`config.mk`:
```
export PLATFORM = sky130hd
export DESIGN_NAME = matrix_shift_rx
export DESIGN_NICKNAME = d
export VERILOG_FILES = /design/src/rtl/matrix_pkg.sv /design/src/rtl/sync_edge.sv /design/src/rtl/matrix_shift_rx.sv
export SDC_FILE = /design/constraint.sdc
export NUM_CORES = 1
export LEC_CHECK = 0
export ABC_AREA = 1
export CAP_MARGIN = 30
export CORE_MARGIN = 4
export CORE_UTILIZATION = 59
export DETAILED_ROUTE_END_ITERATION = 7
export PLACE_DENSITY = 0.92
export SYNTH_ARGS = -nofsm -noshare
export SYNTH_HDL_FRONTEND = slang
export SYNTH_SLANG_ARGS = --single-unit
```
`constraint.sdc`:
```
create_clock -name clk -period 6.2 [get_ports clk]
set_input_delay 0.93 -clock clk [delete_from_list [all_inputs] [get_ports clk]]
set_output_delay 0.93 -clock clk [all_outputs]
set_load 0.01 [all_outputs]
```
`src/rtl/matrix_pkg.sv`:
```
// matrix_pkg: shared field layout and pixel repacking for the 8x8 RGB matrix link
package matrix_pkg;
    localparam int ROWS        = 8;
    localparam int COLS        = 8;
    localparam int ROW_SEL_MSB = 31;
    localparam int ROW_SEL_LSB = 24;
    localparam int R_LSB       = 16;
    localparam int G_LSB       = 8;
    localparam int B_LSB       = 0;
    localparam int PIX_W       = 4;
    localparam int PIX_R       = 2;
    localparam int PIX_G       = 1;
    localparam int PIX_B       = 0;

    // Pixel c lands in nibble c as {0, R, G, B}.
    function automatic logic [31:0] repack(input logic [23:0] rgb);
        logic [31:0] w;
        w = '0;
        for (int c = 0; c < COLS; c++) begin
            w[PIX_W*c+PIX_R] = rgb[R_LSB+c];
            w[PIX_W*c+PIX_G] = rgb[G_LSB+c];
            w[PIX_W*c+PIX_B] = rgb[B_LSB+c];
        end
        return w;
    endfunction
endpackage

```
`src/rtl/sync_edge.sv`:
```
// sync_edge: 2-flop synchroniser with a third stage for rising-edge detection
module sync_edge (
    input  logic clk,
    input  logic reset_n,
    input  logic d,
    output logic q,
    output logic rise
);
    logic [2:0] s;
    always_ff @(posedge clk or negedge reset_n)
        if (!reset_n) s <= '0;
        else          s <= {s[1:0], d};
    assign q    = s[1];
    assign rise = s[1] & ~s[2];
endmodule

```
`src/rtl/matrix_shift_rx.sv`:
```
// matrix_shift_rx: deserialises the matrix link into a shadow frame buffer read over Wishbone
module matrix_shift_rx
    import matrix_pkg::*;
#(
    parameter int SHIFT_BITS = 32,
    parameter int ERR_W      = 8
) (
    input  logic             clk,
    input  logic             reset_n,
    input  logic             i_matrix_clk,
    input  logic             i_matrix_latch,
    input  logic             i_matrix_mosi,
    input  logic             i_wb_cyc,
    input  logic             i_wb_stb,
    input  logic             i_wb_we,
    input  logic [2:0]       i_wb_addr,
    input  logic [3:0]       i_wb_sel,
    input  logic [31:0]      i_wb_wdata,
    output logic             o_wb_ack,
    output logic             o_wb_stall,
    output logic [31:0]      o_wb_rdata,
    output logic [ROWS-1:0]  o_row_valid,
    output logic             o_frame_done,
    output logic [ERR_W-1:0] o_err_count
);
    localparam int CNT_W = $clog2(SHIFT_BITS + 2);

    logic sclk_s, sclk_rise, latch_s, latch_rise, mosi_s, mosi_rise;
    logic [SHIFT_BITS-1:0] shreg, word;
    logic [CNT_W-1:0] cnt, cnt_nx;
    logic [2:0] row;
    logic accept, reject;
    logic [31:0] fb [ROWS];
    logic unused_ok;

    sync_edge u_sclk  (.clk(clk), .reset_n(reset_n), .d(i_matrix_clk),   .q(sclk_s),  .rise(sclk_rise));
    sync_edge u_latch (.clk(clk), .reset_n(reset_n), .d(i_matrix_latch), .q(latch_s), .rise(latch_rise));
    sync_edge u_mosi  (.clk(clk), .reset_n(reset_n), .d(i_matrix_mosi),  .q(mosi_s),  .rise(mosi_rise));

    assign unused_ok  = ^{i_wb_sel, i_wb_wdata, i_wb_we, mosi_rise, latch_s, sclk_s};
    assign o_wb_stall = 1'b0;

    // A shift landing in the latch cycle is folded into the word being judged.
    always_comb begin
        word   = sclk_rise ? {shreg[SHIFT_BITS-2:0], mosi_s} : shreg;
        cnt_nx = (sclk_rise && cnt != CNT_W'(SHIFT_BITS + 1)) ? cnt + 1'b1 : cnt;
        row    = '0;
        for (int r = 0; r < ROWS; r++)
            if (word[ROW_SEL_LSB+r]) row = 3'(r);
        accept = latch_rise && cnt_nx == CNT_W'(SHIFT_BITS) && $onehot(word[ROW_SEL_MSB:ROW_SEL_LSB]);
        reject = latch_rise && !accept;
    end

    always_ff @(posedge clk or negedge reset_n) begin
        if (!reset_n) begin
            shreg        <= '0;
            cnt          <= '0;
            o_row_valid  <= '0;
            o_frame_done <= 1'b0;
            o_err_count  <= '0;
            o_wb_ack     <= 1'b0;
            o_wb_rdata   <= '0;
            for (int r = 0; r < ROWS; r++) fb[r] <= '0;
        end else begin
            shreg        <= word;
            cnt          <= latch_rise ? '0 : cnt_nx;
            o_frame_done <= accept && row == 3'd7;
            if (accept) begin
                fb[row]          <= repack(word[23:0]);
                o_row_valid[row] <= 1'b1;
            end
            if (reject && o_err_count != '1) o_err_count <= o_err_count + 1'b1;
            o_wb_ack <= i_wb_cyc & i_wb_stb;
            if (i_wb_cyc & i_wb_stb) o_wb_rdata <= fb[i_wb_addr];
        end
    end
endmodule

```
==> impl_metrics.py <==
metrics = {
    "global_route": {
        "maximum_number_of_pins_on_one_net_before_global_route_repair": 154,
        "grt_pass1_vias": 11600,
        "grt_util_all_layers_pct": 29.3,
        "grt_first_pass_wirelength_um": 58700,
        "initial_antenna_violation_count": 0,
        "grt-ovfl-total": 0,
    },
    "drt": {
        "drt_total_wl_um": 35900,
        "detail_route.iter0.violations": 1543,
        "detail-route-antenna-nets": 0,
        "drc": 5,
        "1st_pass_router_iterations": 8,
        "via_per_inst": 6.26,
        "via_count": 11500,
        "avgRoutedWirePerCell_um": 19.6,
    },
    "floorplanning": {
        "dieHeight_um": 158,
        "die_width_um": 158,
        "initial_utilization_pct": 60.4,
        "fp.coreArea_um2": 22000,
        "top_level_ports": 98,
        "number_of_cell_rows": 54,
        "design.die.area_um2": 25000,
    },
    "power_and_ir_drop": {
        "ir_worst_vdd_mv": 0.234,
        "combinational_share_of_power_pct": 14.5,
        "totalPowerFinal_mw": 4.35,
        "switching_share_of_total_power_pct": 27.7,
        "netSwitchingPower_mw": 1.20,
        "cellInternalPower_mw": 3.14,
        "power.density_nw_per_um2": 294,
        "static-leakage-power_nw": 7.45,
        "sequentialPowerShare_pct": 44.6,
        "power_frac_clock_pct": 40.9,
    },
    "synth": {
        "synth_enable_flop_cells": 0,
        "asyncSetResetFlopFracSynth_pct": 100,
        "synth-seq-area-share_pct": 52.8,
        "yosys.area.top_type_share_pct": 52.8,
        "post_synth_instance_area_um2": 13300,
        "top_ff_cell_synth": "sky130_fd_sc_hd__dfrtp_1",
        "netlist_instances": 1537,
        "yosysMostFrequentCell": "sky130_fd_sc_hd__nand2_1",
        "synth-seq-cells": 280,
        "yosysWarnings": 0,
        "netlist-cell-type-count": 38,
        "post-synth-top-area-cell": "sky130_fd_sc_hd__dfrtp_1",
        "syn_avg_cell_area_um2": 8.63,
        "synth.top_cells.by_area": "sky130_fd_sc_hd__dfrtp_1 (53%), sky130_fd_sc_hd__nand2_1 (14%), sky130_fd_sc_hd__nand4_1 (7.3%)",
        "synth_common_cells": "sky130_fd_sc_hd__nand2_1 (500), sky130_fd_sc_hd__dfrtp_1 (280), sky130_fd_sc_hd__nand4_1 (155)",
    },
    "outcome": {
        "outcome": "finished, violations left",
        "violated_checks": "DRC",
    },
    "placed_design": {
        "gp_routability_congestion": 0.821,
        "detailed_place_hpwl_um": 19400,
        "buffer_ports.inserted": 51,
        "preCtsSetupSlack_ps": 789,
        "numPlacedInstances": 1785,
    },
    "sta": {
        "grt_setup_unrepaired": "false",
        "hold_viol_final": 0,
        "final.setup.tns_ps": 0,
        "fin_skew_ps": 13.7,
        "layout_min_cycle_time_ps": 5490,
        "slew_headroom_pct": 22.6,
        "final.period_utilization_pct": 88.6,
        "worst-slew-pin-transition_ps": 1160,
        "setup_viol": 0,
        "timing_max_transition_violations_final": 0,
        "min_setup_slack_post_route_ps": 708,
        "timing.fmax_mhz": 182,
    },
    "clocking": {
        "cts_sinks": 280,
        "cts.path.max_buffers": 3,
        "worst_setup_hold_path_clk_slew_ps": 60,
        "cts.repair_timing.setup_buffer_count": 0,
        "clock_insertion_delay_worst_skew_ps": 550,
        "tritoncts": "done",
        "cts_htree_levels": 1,
        "gates_resized_cts_repair": 0,
        "cts.root.buffer_cell": "sky130_fd_sc_hd__clkbuf_16",
        "numCtsBuffers": 28,
        "holdBufCountCts": 0,
    },
    "cells_and_area": {
        "post_route_cells_drive_above_1_share_pct": 5.92,
        "diodes": 0,
        "net_total_in_the_final_layout": 1592,
        "layout-area-overhead-vs-synth_pct": 11.5,
        "instances_no_fill": 1835,
    },
    "run": {
        "cap_viol_max_count": 0,
    },
    "worst_setup_path": {
        "ff2ff_path_depth": 23,
        "critical_path.max_fanout": 33,
        "regToRegEndpoint": "fb[26]",
        "worstSetupPathType": "flop to flop",
        "crit-reg2reg-launch": "u_sclk.s[1]",
        "critPathLaunchType": "flop",
        "regToRegSetupSlack_ps": 710,
        "worst-endpoint-required_ps": 6610,
        "endpoint_kind": "flop",
        "critPathArrivalTime_ps": 5900,
    },
    "min_path": {
        "timing.hold.worst.start": "u_latch.s[0]",
        "hold_depth": 0,
        "worst_hold_path.endpoint": "u_latch.s[1]",
        "hold_path_class": "flop to flop",
    },
}
[per-layer routing]
| metal | wire length [um] | global-route usage [%] | vias to the layer above |
|---|---|---|---|
| li1 | - | - | 5088 |
| met1 | 13200 | 38.8 | 5515 |
| met2 | 17200 | 48.2 | 747 |
| met3 | 4110 | 4.92 | 129 |
| met4 | 1420 | 12.8 | 0 |
| met5 | 0 | 0 | - |
[how the worst max path moves through the flow]
stage	startpoint	end	slack, ps	cells after the start
after floorplan	u_sclk.s[2]	fb[192]	1560	26
final	u_sclk.s[1]	fb[26]	710	23
after detailed placement	u_sclk.s[1]	fb[2]	790	22
after global routing	u_sclk.s[1]	fb[17]	360	24
after global placement	u_sclk.s[1]	fb[25]	920	23
after CTS	u_sclk.s[1]	fb[26]	760	23
[metrics by stage]
step | util, % | area (um2) | hold slack [ps]
2_1_floorplan | - | 13300 | 331
3_3_place_gp | 63.0 | 13800 | 333
3_5_place_dp | 63.0 | 13800 | 340
4_1_cts | 67.4 | 14800 | 355
5_1_grt | 67.4 | 14800 | 352
6_report | 67.4 | 14800 | 350
[logic make-up after synthesis]
logic type / after synthesis / share of synthesized area, %
flops: 280 / 52.8
compound gates: 206 / 8.87
mux: 48 / 3.62
buf+inv: 242 / 7.71
xor+xnor: 5 / 0.330
fa+ha+maj: 10 / 1.17
other cells: 1 / 0.0283
simple gates: 745 / 25.5
[cell usage in the layout (no fill, tap or decap), drive strengths merged, types with 4 or more instances in the layout]
cell type        n
a21oi           51
and2            24
buf             32
bufinv           4
clkbuf          42
clkdlybuf4s50   48
clkinv           5
conb             9
dfrtp          280
fa               4
ha               6
inv            121
mux2i           48
nand2          501
nand3           36
nand4          157
nor2            18
nor3             6
o211ai          48
o21ai          107
xor2             4
[worst max-delay path: stages (launching register included)]
cell                      delay (ps)
sky130_fd_sc_hd__dfrtp_1         440
sky130_fd_sc_hd__nand2_1         230
sky130_fd_sc_hd__buf_4           450
sky130_fd_sc_hd__nand2_1          90
sky130_fd_sc_hd__nand2_1         130
sky130_fd_sc_hd__fa_1            420
sky130_fd_sc_hd__inv_1            80
sky130_fd_sc_hd__fa_1            420
sky130_fd_sc_hd__fa_1            450
sky130_fd_sc_hd__inv_1            70
sky130_fd_sc_hd__ha_1            170
sky130_fd_sc_hd__inv_1            60
sky130_fd_sc_hd__fa_1            480
sky130_fd_sc_hd__nand2_1          50
sky130_fd_sc_hd__nor2_1           90
sky130_fd_sc_hd__nand3_1          80
sky130_fd_sc_hd__nor2_1          100
sky130_fd_sc_hd__nand3_1         130
sky130_fd_sc_hd__nor3_4          120
sky130_fd_sc_hd__buf_4           210
sky130_fd_sc_hd__nand2_1         430
sky130_fd_sc_hd__buf_4           440
sky130_fd_sc_hd__nand2_1         110
sky130_fd_sc_hd__o21ai_0         100
[power groups by stage]
stage	clock network (mW)	registers, mW	logic (mW)
2_1_floorplan	0	1.98	0.359
3_3_place_gp	0	1.97	0.590
3_5_place_dp	0	1.97	0.613
4_1_cts	1.78	1.94	0.617
5_1_grt	1.86	1.95	0.682
6_report	1.78	1.94	0.630
[area by class of cell]
cell class,instances,area [um2]
Multi-Input combinational cell,1023,5280
Timing Repair Buffer,80,751
Tap cell,280,350
Fill cell,1582,7160
Inverter,122,458
Clock buffer,42,815
Clock inverter,8,140
Sequential cell,280,7010
[state kept, by name (all words and copies together), names as in the netlist]
signal	count
o_err_count	8
o_row_valid	8
u_sclk.s	3
o_wb_ack	1
cnt	6
o_wb_rdata	24
o_frame_done	1
fb	192
u_mosi.s	2
u_latch.s	3
shreg	32
No activity file was read; power rests on OpenSTA's default activity.
